**config.mk**
```make
export PLATFORM = sky130hd
export DESIGN_NAME = div10x5u_seq
export DESIGN_NICKNAME = d
export VERILOG_FILES = /design/src/rtl/div10x5u_seq.sv
export SDC_FILE = /design/constraint.sdc
export NUM_CORES = 1
export LEC_CHECK = 0
export ABC_AREA = 1
export CAP_MARGIN = 20
export CORE_MARGIN = 3
export CORE_UTILIZATION = 31
export CTS_CLUSTER_DIAMETER = 30
export DETAILED_ROUTE_END_ITERATION = 12
export DONT_BUFFER_PORTS = 1
export GPL_ROUTABILITY_DRIVEN = 0
export PLACE_DENSITY = 0.49
export SYNTH_ARGS = -nofsm -noshare
export SYNTH_HDL_FRONTEND = slang
export SYNTH_SLANG_ARGS = --single-unit
```
**constraint.sdc**
```tcl
create_clock -name clk -period 3.2 [get_ports clk]
set_input_delay 0.32 -clock clk [delete_from_list [all_inputs] [get_ports clk]]
set_output_delay 0.32 -clock clk [all_outputs]
set_load 0.1 [all_outputs]
```
**src/rtl/div10x5u_seq.sv**
```systemverilog
// Sequential unsigned divider: 10-bit dividend / 5-bit divisor, one restoring
// step per clock, with a valid/ready handshake on both sides.
//
// Ports:
//   clk        rising-edge clock
//   rst_n      synchronous active-low reset
//   in_valid   dividend/divisor pair offered
//   in_ready   block can accept a pair (IDLE only)
//   A, B       dividend (10 bits), divisor (5 bits)
//   out_valid  result held on Q/R/dbz
//   out_ready  consumer takes the result (honoured in DONE only)
//   Q, R       quotient (10 bits), remainder (5 bits)
//   dbz        divide-by-zero flag for the current result
module div10x5u_seq (
    input  logic        clk,
    input  logic        rst_n,
    input  logic        in_valid,
    output logic        in_ready,
    input  logic [9:0]  A,
    input  logic [4:0]  B,
    output logic        out_valid,
    input  logic        out_ready,
    output logic [9:0]  Q,
    output logic [4:0]  R,
    output logic        dbz
);

    localparam int unsigned A_W = 10;
    localparam int unsigned B_W = 5;
    localparam int unsigned P_W = B_W + 1;   // partial remainder width
    localparam int unsigned S_W = P_W + 1;   // shifted partial remainder width
    localparam int unsigned C_W = 4;

    typedef enum logic [1:0] {
        IDLE = 2'd0,
        CALC = 2'd1,
        DONE = 2'd2
    } state_t;

    state_t         state;
    logic [A_W-1:0] work;   // dividend shifts out of the top, quotient bits shift in at the bottom
    logic [B_W-1:0] div;
    logic [P_W-1:0] part;
    logic [C_W-1:0] cnt;

    logic [S_W-1:0] shifted_c;
    logic           take_c;
    logic [S_W-1:0] rem_c;

    // One restoring step: shift in the next dividend bit, trial-subtract the divisor.
    always_comb begin
        shifted_c = {part, work[A_W-1]};
        take_c    = (shifted_c >= S_W'(div));
        rem_c     = shifted_c;
        if (take_c) begin
            rem_c = shifted_c - S_W'(div);
        end
    end

    // Control FSM with registered handshake and result outputs.
    always_ff @(posedge clk) begin
        if (!rst_n) begin
            state     <= IDLE;
            in_ready  <= 1'b1;
            out_valid <= 1'b0;
            Q         <= '0;
            R         <= '0;
            dbz       <= 1'b0;
            work      <= '0;
            div       <= '0;
            part      <= '0;
            cnt       <= '0;
        end else begin
            case (state)
                IDLE: begin
                    if (in_valid) begin
                        in_ready <= 1'b0;
                        if (B == '0) begin
                            // Divide by zero resolves immediately with a saturated quotient.
                            Q         <= '1;
                            R         <= '0;
                            dbz       <= 1'b1;
                            out_valid <= 1'b1;
                            state     <= DONE;
                        end else begin
                            work  <= A;
                            div   <= B;
                            part  <= '0;
                            cnt   <= '0;
                            state <= CALC;
                        end
                    end
                end
                CALC: begin
                    work <= {work[A_W-2:0], take_c};
                    part <= P_W'(rem_c);
                    cnt  <= cnt + C_W'(1);
                    if (cnt == C_W'(A_W - 1)) begin
                        // Results become visible only on the final step.
                        Q         <= {work[A_W-2:0], take_c};
                        R         <= B_W'(rem_c);
                        dbz       <= 1'b0;
                        out_valid <= 1'b1;
                        state     <= DONE;
                    end
                end
                DONE: begin
                    if (out_ready) begin
                        out_valid <= 1'b0;
                        in_ready  <= 1'b1;
                        state     <= IDLE;
                    end
                end
                default: begin
                    state     <= IDLE;
                    in_ready  <= 1'b1;
                    out_valid <= 1'b0;
                end
            endcase
        end
    end

endmodule

```
Word-level counts from Yosys, hierarchy flattened
Index checks and enable logic that the tools add are counted.

operators by class
  muxes and demuxes = 33
  bitwise operators = 2
  eq/ne operators = 8
  $mul = 0
  shift-type cells = 0
  divide/modulo/power cells = 0
  add/subtract/negate cells = 2
  magnitude comparators = 1
  reductions and logical operators = 9

operator list
  operator             number
  $mux 10              5
  $pmux 10 s2          2
  $mux 6               3
  $mux 5               3
  $pmux 6 s2           1
  $reduce_and 3->1     4
  $ne 2x2->1 const B   5
  $pmux 5 s2           1
  $mux 2               4
  $mux 4               2
  $pmux 4 s2           1
  $reduce_and 4->1     2
  $ge 7x5->1           1
  $mux 1               7
  $pmux 1 s3           2
  $pmux 2 s3           1
  $sub 6x5->6          1
  $logic_not 5->1      1
  $add 4x1->4 const B  1
  $eq 4x4->1 const B   1
  $eq 2x1->1 const B   1
  $eq 2x2->1 const B   1
  $logic_not 2->1      1
  $not 1->1            2
  2 further kinds      2

word-level totals
  RAM bits = 0
  memories = 0
  word-level logic and storage cells = 65
  bits in latches = 0
  register bits after elaboration = 45
  bits of input ports = 19
  memory bits (read-only) = 0

Depth between registers and ports, before layout
  depth after elaboration = 4
  depth in mapped cells = 12
  depth with buffers taken out = 12

Least setup slack after synthesis
No wires, ideal clock.

  path kind = register -> register
  start = register div[2]
  end = register part[5]
  data arrival time = 1.482 ns
  slack = 1.588 ns
  clock period less this slack = 1.612 ns
  cell stages (with the launch flop) = 11
  data required time = 3.070 ns
  path through = dfxtp_1 inv_1 ha_1 nand3_1 nor2_1 nor2_1 nand3_2 nand2_1 nor2_1 nor2_1 nor2_1

between the ends
  word-level cells in the longest chain between the ends = 3
  elaborated cells between the ends (all ways) = 4

RTL lines
  element                                           RTL line  source
  start, declared                                   42        logic [B_W-1:0] div;
  start signal, assigned                            70        div <= '0;
  start signal, assigned                            87        div <= B;
  $sub 6x5->6 / $ge 7x5->1 (equally long branches)  56, 53
  $mux 6 (*)                                        55        if (take_c) begin
  $pmux 6 s2 (*)                                    74        case (state)
  end signal, assigned                              96        part <= P_W'(rem_c);
  end, declared                                     43        logic [P_W-1:0] part;

Mark *: on every way between the ends. The rest lies on a longest branch, timed or not.
A chain may end at the register's enable or synchronous reset.

Worst setup path in the final report
Ends and elaborated chain as after synthesis.

==> impl_metrics.py <==
metrics = {
    "min_path": {
        "holdPathStages": 1,
        "min_path_type": "in -> reg",
    },
    "place": {
        "dpl.hpwl_microns": 3519,
        "io_buffer_count": 0,
        "placed_area_sq_mm": 0.002251,
        "dp_slack_ns": 1.249,
    },
    "clocking": {
        "clk_latency_ns": 0.29,
        "cts_root_buf": "clkbuf_8",
        "cts_buffer_depth": 2,
        "cts.sinks": 45,
        "post_cts_buffers": 0,
        "cts-resized-gates": 0,
        "ctsHoldBuffers": 0,
        "cts-buffers-inserted": 5,
        "path_clk_slew_ns": 0.08,
        "cts_tree": "done",
        "h-tree-depth": 2,
    },
    "grt": {
        "grt_max_degree": 31,
        "grt_usage": 0.1262,
        "overflow": 0,
        "antenna_found_initial": 0,
        "grt_pass1_wl_microns": 8473,
        "grt_pass1_vias": 1844,
    },
    "worst_setup_path": {
        "crit_path_top_delay_cell": "ha_1",
        "cpMostUsedCell": "nor2_1",
        "start_kind": "register",
        "reg2regPathDepth": 10,
        "crit_required_ns": 3.36,
        "crit_path_end_kind": "register",
        "cp_max_fo": 7,
        "worstPathArrival_ns": 2.08,
        "max_stage_delay_ns": 0.37,
        "worstSetupPathType": "reg -> reg",
        "path_cells": "inv_1 -> ha_1 -> nand3_1 -> nor2_1 -> nor2_1 -> nand3_2 -> nand2_1 -> nor2_1 -> nor2_1 -> nor2_1",
    },
    "pwr": {
        "ir_worst_vdd_v": 0.0003213,
        "p_int_mw": 0.9377,
        "seq_power_share": 0.542,
        "switching_share": 0.4348,
        "p_total_mw": 1.659,
        "switching_power_mw": 0.7213,
        "clkPwrFrac": 0.213,
        "comb_power_share": 0.245,
        "p_leak_nw": 1.042,
        "power.density_mw_per_mm2": 709.8,
    },
    "route": {
        "dr.pass1.iters": 4,
        "vias": 1842,
        "ant_nets": 0,
        "drt-initial-drc-count": 62,
        "post_drt_wl_per_cell_microns": 12.45,
        "remaining_drc_errors": 0,
        "routed_wl_microns": 4893,
        "avgViaCountPerCell": 4.687,
    },
    "floorplan": {
        "core_area_sq_mm": 0.006832,
        "dieArea_sq_mm": 0.008160,
        "ioPinCount": 37,
        "die_height_microns": 90.33,
        "rows": 30,
        "die_x_microns": 90.33,
        "initial_utilization": 0.3227,
    },
    "logic_synthesis": {
        "netlist_instances": 302,
        "synth-async-reset-ratio": 0,
        "synth_seq_area_share": 0.4086,
        "synth_commonest_cells": "dfxtp_1 (45), nand2_1 (43), nor2_1 (43)",
        "ys_top_cells_by_area": "dfxtp_1 (41%), nand2_1 (7.3%), nor2_1 (7.3%)",
        "synth-seq-cells": 45,
        "synth_area_leader_cell": "dfxtp_1",
        "ys.flop_type": "dfxtp_1",
        "synthDistinctLibCells": 31,
        "yosysMostFrequentCell": "dfxtp_1",
        "synth_fp_nets": 329,
        "yosysWarningCount": 0,
        "yosysTopAreaCellShare": 0.4086,
        "avgSynthCellArea_sq_um": 7.300,
        "synth_edf_count": 0,
        "syn-cell-area_sq_mm": 0.002205,
    },
    "sta": {
        "max_freq_mhz": 522.0,
        "drv_slew": 0,
        "skew_ns": 0.005705,
        "finalHoldViolations": 0,
        "fin_crit_ns": 1.916,
        "post-route-period-util": 0.5987,
        "setup_ws_ns": 1.284,
        "max_slew_margin": 0.3331,
        "rsz0062_at_grt": "false",
        "worstMarginPinSlew_ns": 0.9990,
        "fin_setup_tns_ns": 0,
        "finalSetupViolations": 0,
    },
    "layout": {
        "fillerInstances": 772,
        "final_util": 0.3421,
        "nets": 324,
        "fin_area_sq_mm": 0.002337,
        "drive_gt1_frac": 0.06061,
        "synthToLayoutAreaGrowth_pct": 6.016,
        "antenna_cells": 0,
    },
    "outcome": {
        "status": "finished, final reports clean",
    },
    "flow_run": {
        "max-cap-violations": 0,
    },
}
==> stage by stage <==
stage	instances	hold WS, ns
global placement	386	0.4155
CTS	393	0.1165
global route	393	0.1096
detailed placement	386	0.4252
finish	393	0.1228
floorplan	302	0.4268
==> layer usage <==
layer / share of wire / GRT usage
met1: 0.47 / 0.1478
met2: 0.47 / 0.2215
met3: 0.044 / 0.03500
met4: 0.013 / 0.04209
met5: 0 / 0
==> path summary, 6_finish.rpt <==
| check | start | end | slack, ns |
|---|---|---|---|
| worst min register to register | div[2]$_SDFFE_PN0P_ | div[2]$_SDFFE_PN0P_ | 0.46 |
| worst min-delay path | rst_n | in_ready$_SDFFE_PN1P_ | 0.12 |
| worst max register to register | div[2]$_SDFFE_PN0P_ | part[5]$_SDFFE_PN0P_ | 1.28 |
| worst max-delay path | div[2]$_SDFFE_PN0P_ | part[5]$_SDFFE_PN0P_ | 1.28 |
==> power groups by stage <==
stage	clock [mW]	combinational [mW]	sequential, mW
5_1_grt	0.387	0.475	0.910
4_1_cts	0.372	0.411	0.900
3_5_place_dp	0	0.408	0.912
2_1_floorplan	0	0.341	0.910
6_report	0.353	0.407	0.899
3_3_place_gp	0	0.408	0.913
==> flip-flops by register name (all words and copies together), names as in the netlist, 2 cells and up <==
signal,cells
div,5
state,2
Q,10
R,5
work,10
cnt,4
part,6
==> area by class of cell <==
type | count | area, sq um | area share
Clock buffer | 7 | 86.33 | 0.03694
Multi-Input combinational cell | 203 | 1069 | 0.4572
Sequential cell | 45 | 900.9 | 0.3854
Inverter | 41 | 153.9 | 0.06585
Tap cell | 96 | 120.1 | 0.05139
Timing Repair Buffer | 1 | 7.507 | 0.003212
==> kinds of logic (layout without fill, tap and decap cells) <==
kind of cell / after synthesis / after routing / share of synthesized area
AND/OR/NAND/NOR: 127 / 127 / 0.2543
AO/OA/AOI/OAI: 66 / 66 / 0.1737
buffers and inverters: 54 / 49 / 0.1067
flip-flops: 45 / 45 / 0.4086
adder cells (fa/ha/maj): 8 / 8 / 0.04881
XOR/XNOR: 2 / 2 / 0.007947
==> cells in the final DEF, fill, tap and decap left out, types with 2 or more instances in the layout <==
master,count
inv_2,3
nand4_1,6
nand2_1,43
clkbuf_8,6
nand3_1,25
inv_1,38
dfxtp_1,45
a21oi_1,24
a211oi_1,7
ha_1,7
o21ai_0,19
nand3b_1,2
nor2_1,43
a211oi_2,2
o21ai_1,10
nand3_2,2
nor3_1,2
==> worst max-delay path: cells and delay by family (launching register included) <==
kind / cells / cell delay [ns]
flip-flops: 1 / 0.31
AND/OR/NAND/NOR: 8 / 1.05
buffers and inverters: 1 / 0.05
adder cells (fa/ha/maj): 1 / 0.37
(Power assumes the default switching activity.)
